===== src/rtl/fp_wb_scheduler.sv =====
// FP writeback scheduler: register scoreboard with issue hazard stall and a
// round-robin arbiter that merges FPU and FP-load results onto one write port.
module fp_wb_scheduler #(
    parameter int FLEN = 32,
    parameter int NREG = 32
) (
    input  logic            clk_i,
    input  logic            rst_ni,
    input  logic            issue_valid_i,
    input  logic [4:0]      issue_frd_i,
    input  logic [4:0]      issue_frs1_i,
    input  logic [4:0]      issue_frs2_i,
    input  logic [4:0]      issue_frs3_i,
    input  logic [2:0]      issue_use_i,
    output logic            issue_stall_o,
    input  logic            fpu_valid_i,
    input  logic [4:0]      fpu_rd_i,
    input  logic [FLEN-1:0] fpu_data_i,
    output logic            fpu_ready_o,
    input  logic            lsu_valid_i,
    input  logic [4:0]      lsu_rd_i,
    input  logic [FLEN-1:0] lsu_data_i,
    output logic            lsu_ready_o,
    output logic            fregwrite_o,
    output logic [4:0]      frd_o,
    output logic [FLEN-1:0] writeback_data_o,
    output logic [NREG-1:0] busy_o,
    output logic            wb_err_o
);

    logic [NREG-1:0] busy_q, busy_d;
    logic            ptr_q, ptr_d;
    logic            fregwrite_q;
    logic [4:0]      frd_q, frd_d;
    logic [FLEN-1:0] wdata_q, wdata_d;
    logic            wb_err_q, wb_err_d;

    logic            src_haz, waw_haz, issue_acc;
    logic            fpu_gnt, lsu_gnt, gnt_any;
    logic [4:0]      gnt_rd;
    logic [FLEN-1:0] gnt_data;

    // Hazards look only at the registered scoreboard: a same-cycle clear is
    // deliberately not forwarded to the issue stage.
    always_comb begin
        src_haz   = (issue_use_i[0] & busy_q[issue_frs1_i])
                  | (issue_use_i[1] & busy_q[issue_frs2_i])
                  | (issue_use_i[2] & busy_q[issue_frs3_i]);
        waw_haz   = busy_q[issue_frd_i];
        issue_acc = issue_valid_i & ~(src_haz | waw_haz);
    end

    // ptr_q names the last winner; on a tie the other requester is granted.
    always_comb begin
        fpu_gnt  = fpu_valid_i & (~lsu_valid_i | ptr_q);
        lsu_gnt  = lsu_valid_i & (~fpu_valid_i | ~ptr_q);
        gnt_any  = fpu_gnt | lsu_gnt;
        gnt_rd   = lsu_gnt ? lsu_rd_i : fpu_rd_i;
        gnt_data = lsu_gnt ? lsu_data_i : fpu_data_i;
    end

    always_comb begin
        busy_d = busy_q;
        if (gnt_any) begin
            busy_d[gnt_rd] = 1'b0;
        end
        // The set is applied last so it wins if both ever hit the same bit.
        if (issue_acc) begin
            busy_d[issue_frd_i] = 1'b1;
        end
        ptr_d    = gnt_any ? lsu_gnt : ptr_q;
        frd_d    = gnt_any ? gnt_rd : frd_q;
        wdata_d  = gnt_any ? gnt_data : wdata_q;
        wb_err_d = wb_err_q | (gnt_any & ~busy_q[gnt_rd]);
    end

    always_ff @(posedge clk_i) begin
        if (!rst_ni) begin
            busy_q      <= '0;
            ptr_q       <= 1'b1;
            fregwrite_q <= 1'b0;
            frd_q       <= '0;
            wdata_q     <= '0;
            wb_err_q    <= 1'b0;
        end else begin
            busy_q      <= busy_d;
            ptr_q       <= ptr_d;
            fregwrite_q <= gnt_any;
            frd_q       <= frd_d;
            wdata_q     <= wdata_d;
            wb_err_q    <= wb_err_d;
        end
    end

    assign issue_stall_o    = issue_valid_i & (src_haz | waw_haz);
    assign fpu_ready_o      = fpu_gnt;
    assign lsu_ready_o      = lsu_gnt;
    assign fregwrite_o      = fregwrite_q;
    assign frd_o            = frd_q;
    assign writeback_data_o = wdata_q;
    assign busy_o           = busy_q;
    assign wb_err_o         = wb_err_q;

endmodule


===== config.mk =====
export PLATFORM = sky130hd
export DESIGN_NAME = fp_wb_scheduler
export DESIGN_NICKNAME = d
export VERILOG_FILES = /design/src/rtl/fp_wb_scheduler.sv
export SDC_FILE = /design/constraint.sdc
export NUM_CORES = 1
export LEC_CHECK = 0
export BUFFER_PORTS_ARGS = -buffer_cell sky130_fd_sc_hd__buf_4
export CAP_MARGIN = 20
export CORE_MARGIN = 2
export CORE_UTILIZATION = 50
export CTS_BUF_LIST = sky130_fd_sc_hd__clkbuf_8
export DETAILED_ROUTE_END_ITERATION = 8
export PLACE_DENSITY = 0.91
export SLEW_MARGIN = 20
export SYNTH_ARGS = -nofsm -noshare
export SYNTH_HDL_FRONTEND = slang
export SYNTH_SLANG_ARGS = --single-unit

===== constraint.sdc =====
create_clock -name clk_i -period 3.3 [get_ports clk_i]
set_input_delay 0.66 -clock clk_i [delete_from_list [all_inputs] [get_ports clk_i]]
set_output_delay 0.66 -clock clk_i [all_outputs]
set_load 0.03 [all_outputs]

After elaboration in Yosys (flattened, before gate mapping) --
Cells that the tools add are included.
Cells by class: add/sub/neg operators 0, $mul 0, div/mod/pow operators 0, magnitude comparators 7, equality and inequality tests 0, shift-type cells 0, muxes and demuxes 18, bitwise operators 23, reductions and logical operators 2
Operators by type and width (count):
- $mux 32 | 3
- $and 32x32->32 | 1
- $not 32->32 | 1
- $or 32x32->32 | 1
- $lt 5x6->1 const B | 5
- $bmux 1 s5 | 5
- $demux 1 s5 | 2
- $ge 5x1->1 const B | 2
- $and 1x1->1 | 8
- $mux 1 | 7
- $or 1x1->1 | 7
- $mux 5 | 1
- $not 1->1 | 5
- $logic_and 1x1->1 | 2
Word-level totals: register bits after elaboration 72, latch bits 0, bits in writable memories 0, bits in read-only memories 0, output and inout bits 74, memories kept 0

Logic depth before layout (Yosys ltp) --
depth after elaboration 13, depth in mapped cells 8, mapped depth without buffers 7

Least setup slack after synthesis --
No wires, ideal clock.
path kind input -> output, from input port issue_frd_i[1], to output port issue_stall_o, arrival time 2539 ps, slack 101 ps, cell stages on the path 7, path buffers 2, cells stage by stage clkbuf_1 buf_2 mux4_2 nor2_1 nor4b_1 nor3_2 a31oi_1
On the way: cells in the longest elaborated chain, start to end 4
RTL lines:
- start, declared | RTL line 10 | input logic [4:0] issue_frd_i,
- $bmux 1 s5 | RTL line 49 | waw_haz = busy_q[issue_frd_i];
- $mux 1 (not written as such) | RTL line 49
- $or 1x1->1 | RTL line 95 | assign issue_stall_o = issue_valid_i & (src_haz | waw_haz);
- $and 1x1->1 | RTL line 95
- end, declared | RTL line 15 | output logic issue_stall_o,
No other way between the ends. The select of a mux whose other input is x is not followed.

Worst setup path in the final report --
from input port issue_frs3_i[1], to output port issue_stall_o
On the way: cells in the longest elaborated chain, start to end 6
RTL lines:
- start, declared | RTL line 13 | input logic [4:0] issue_frs3_i,
- $bmux 1 s5 | RTL line 48 | | (issue_use_i[2] & busy_q[issue_frs3_i]);
- $mux 1 (not written as such) | RTL line 48
- $and 1x1->1 | RTL line 48
- $or 1x1->1 | RTL line 48
- $or 1x1->1 | RTL line 95
- $and 1x1->1 | RTL line 95
No other way between the ends. The select of a mux whose other input is x is not followed.

==> reports/qor.txt <==
Outcome -> completed
First-pass GRT wire length -> 24700 um
Post-cts sizing count -> 0
Synth warn -> 0
Min cycle time layout -> 3180 ps
Sequential fraction of the synthesis area -> 31.5%
Initial antenna violation count -> 0
Pre-antenna DRT Iters -> 5
IO buf count -> 175
Global placement routability congestion -> 0.975
Fillers -> 692
Vias per inst -> 6.44
Remaining DRCs -> 0
Layout area overhead -> 34.4%
Ys flop type -> dfxtp_1
Cell with the most instances on the worst path -> buf_4
Initial Utilization -> 52.0%
FFs w/ async S/R, synth -> 0%
Largest delay share family, worst path -> multiplexers
Clk buf depth -> 2
Yosys cell types -> 48
# rows -> 34
# nets final -> 759
Worst path cell trace -> buf_4 -> mux4_1 -> mux2_2 -> o31a_1 -> a32oi_4 -> a31oi_1 -> buf_4
Largest net degree at the start of global routing -> 65
Vias in the first global route -> 4776
Fmax -> 314 MHz
Slew headroom -> 58.7%
Sequential cell area -> 1440 um^2
First-iteration detailed-routing DRC count -> 401
RSZ-0062 raised after global routing -> no
Clock power share -> 31.8%
Critical-path maximum fanout -> 9
Hpwl dp -> 11700 um
Die Ht -> 99.7 um
DR WL/cell -> 20.3 um
Data arrival, critical path -> 2520 ps
IO Pins -> 176
Mean Syn Cell Area -> 9.17 um^2
Critical Path RT -> 2640 ps
Core ar. -> 8810 um^2
Clock skew -> 17.1 ps
Worst-path clk slew -> 60 ps
Switching share of power -> 31.4%
Num CTS Buffers -> 9
Cell Count, Final, Fillers Out -> 770
Antenna diodes -> 0
Comb pwr share -> 26.7%
Max Slew Vio Count -> 0
Clk_lat worst skew -> 350 ps
Worst-Margin Slew -> 604 ps
Cell internal pwr -> 1.56 mW
Cells after Synth -> 499
Final hold viol count -> 0
Post-route ant nets -> 0
Hold Crit Class -> reg -> reg
TritonCTS clock tree -> yes
Yosys reg bits -> 72
Global route overflow -> 0
CP peak stage delay -> 570 ps
Number of buffers and inverters on the critical path -> 2
CTS HTree Levels -> 3
Max cap viols -> 0
Area occupied by multi-input gates -> 2940 um^2
Cts hold-fix bufs -> 0
Crit path kind -> in -> out
Layout cells sized above 1 -> 37.9%
Die ar. -> 9940 um^2
Slowest CP cell -> mux4_1
Tot GR Track Use -> 31.4%
CP Launch Type -> input pin
Post-Route Utilization -> 69.9%
Root buffer cell -> clkbuf_8
Drt total wl -> 15600 um
Total power -> 2.28 mW
Max IR drop VDD -> 0.000287 V
Sum Neg Setup Slack -> 0 ps
Syn_nets -> 601
CP Capture Type -> output port
CTS Sinks -> 72
Final setup violation count -> 0
Synthesized area -> 4580 um^2
Flop pwr share -> 41.5%
Final worst path period share -> 96.4%
Placed Cells -> 754
Postcts setup bufs -> 0
Chip Width -> 99.7 um
Vias post-DR -> 4958
Leakage -> 2.91 nW
Post-synth EDFFs -> 0
Pwr/cell area -> 371 nW/um^2
Switch Pwr -> 717 uW
[registers in the layout, indices dropped and copies added (netlist names)]
register	cells
frd_o	5
wb_err_o	1
writeback_data_o	32
fregwrite_o	1
busy_o	32
ptr_q	1
[synthesized netlist by cell type, types with 4 or more instances]
cell | number | area share [%]
mux4_2 | 20 | 9.8
mux4_1 | 7 | 4.0
nand4_2 | 4 | 1.1
o211ai_1 | 32 | 5.2
mux2_2 | 18 | 4.4
o22ai_1 | 4 | 0.55
a221oi_1 | 4 | 0.77
nand2b_1 | 5 | 0.68
o21ai_0 | 4 | 0.44
clkbuf_1 | 32 | 2.6
nor2_1 | 9 | 0.74
mux2i_1 | 19 | 4.2
o211a_1 | 35 | 7.7
nand3_1 | 49 | 5.4
nand2_1 | 90 | 7.4
o21ai_1 | 32 | 3.5
dfxtp_1 | 72 | 31
nor3_1 | 4 | 0.44
inv_1 | 6 | 0.49
nor2b_1 | 7 | 0.96
[stage by stage]
stage	hold WS [ps]	setup slack, ps	instance area [um^2]
2_1_floorplan	462	101	4580
3_5_place_dp	482	126	5950
5_1_grt	523	53.6	6150
4_1_cts	498	126	6150
6_report	504	117	6150
3_3_place_gp	471	202	5950
[per-layer routing]
layer  wire [um]  global-route usage [%]
met1        6120                    39.1
met2        7540                    52.5
met3        1520                    8.08
met4         444                    11.7
met5           0                       0
[cell usage in the layout, fill, tap and decap left out, types with 5 or more instances in the layout]
master,netlist,final
buf_4,0,187
nand2_1,90,90
dfxtp_1,72,72
nand3_1,49,49
o211a_1,35,35
o211ai_1,32,32
o21ai_1,32,32
mux4_2,20,20
mux2i_1,19,19
mux2_2,18,18
clkbuf_8,0,11
nor2_1,9,9
nor2b_1,7,7
mux4_1,7,7
inv_1,6,6
nand2b_1,5,5
[power by group through the flow]
| stage | registers (mW) | clock network (mW) | logic, mW |
|---|---|---|---|
| floorplan | 1.05 | 0 | 0.268 |
| global placement | 0.963 | 0 | 0.587 |
| detailed placement | 0.966 | 0 | 0.604 |
| CTS | 0.946 | 0.727 | 0.605 |
| global route | 0.951 | 0.762 | 0.650 |
| finish | 0.946 | 0.726 | 0.608 |
[kinds of logic after synthesis]
logic type             share of synthesized area (%)
and+or+nand+nor                                 18.9
muxes                                           22.4
DFF                                             31.5
buffers and inverters                           4.18
AOI/OAI and AO/OA                               23.0
[path summary, 6_finish.rpt]
path | startpoint | endpoint | slack, ps | cells after the start
worst min register to register | wb_err_o$_SDFF_PN0_ | wb_err_o$_SDFF_PN0_ | 500 | 1
worst max register to register | ptr_q$_SDFFE_PN1N_ | wb_err_o$_SDFF_PN0_ | 770 | 7
worst min-delay path | wb_err_o$_SDFF_PN0_ | wb_err_o$_SDFF_PN0_ | 500 | 1
worst max-delay path | issue_frs3_i[1] | issue_stall_o | 120 | 7
[cell type report]
cell class              instances  area share [%]
flip-flops and latches         72            23.4
well taps                     108            2.20
multi-input cells             381            47.8
inverters                       6           0.366
repair buffers                187            22.8
clock inverters                 5           0.895
clock buffers                  11            2.46
(Power assumes the default switching activity.)
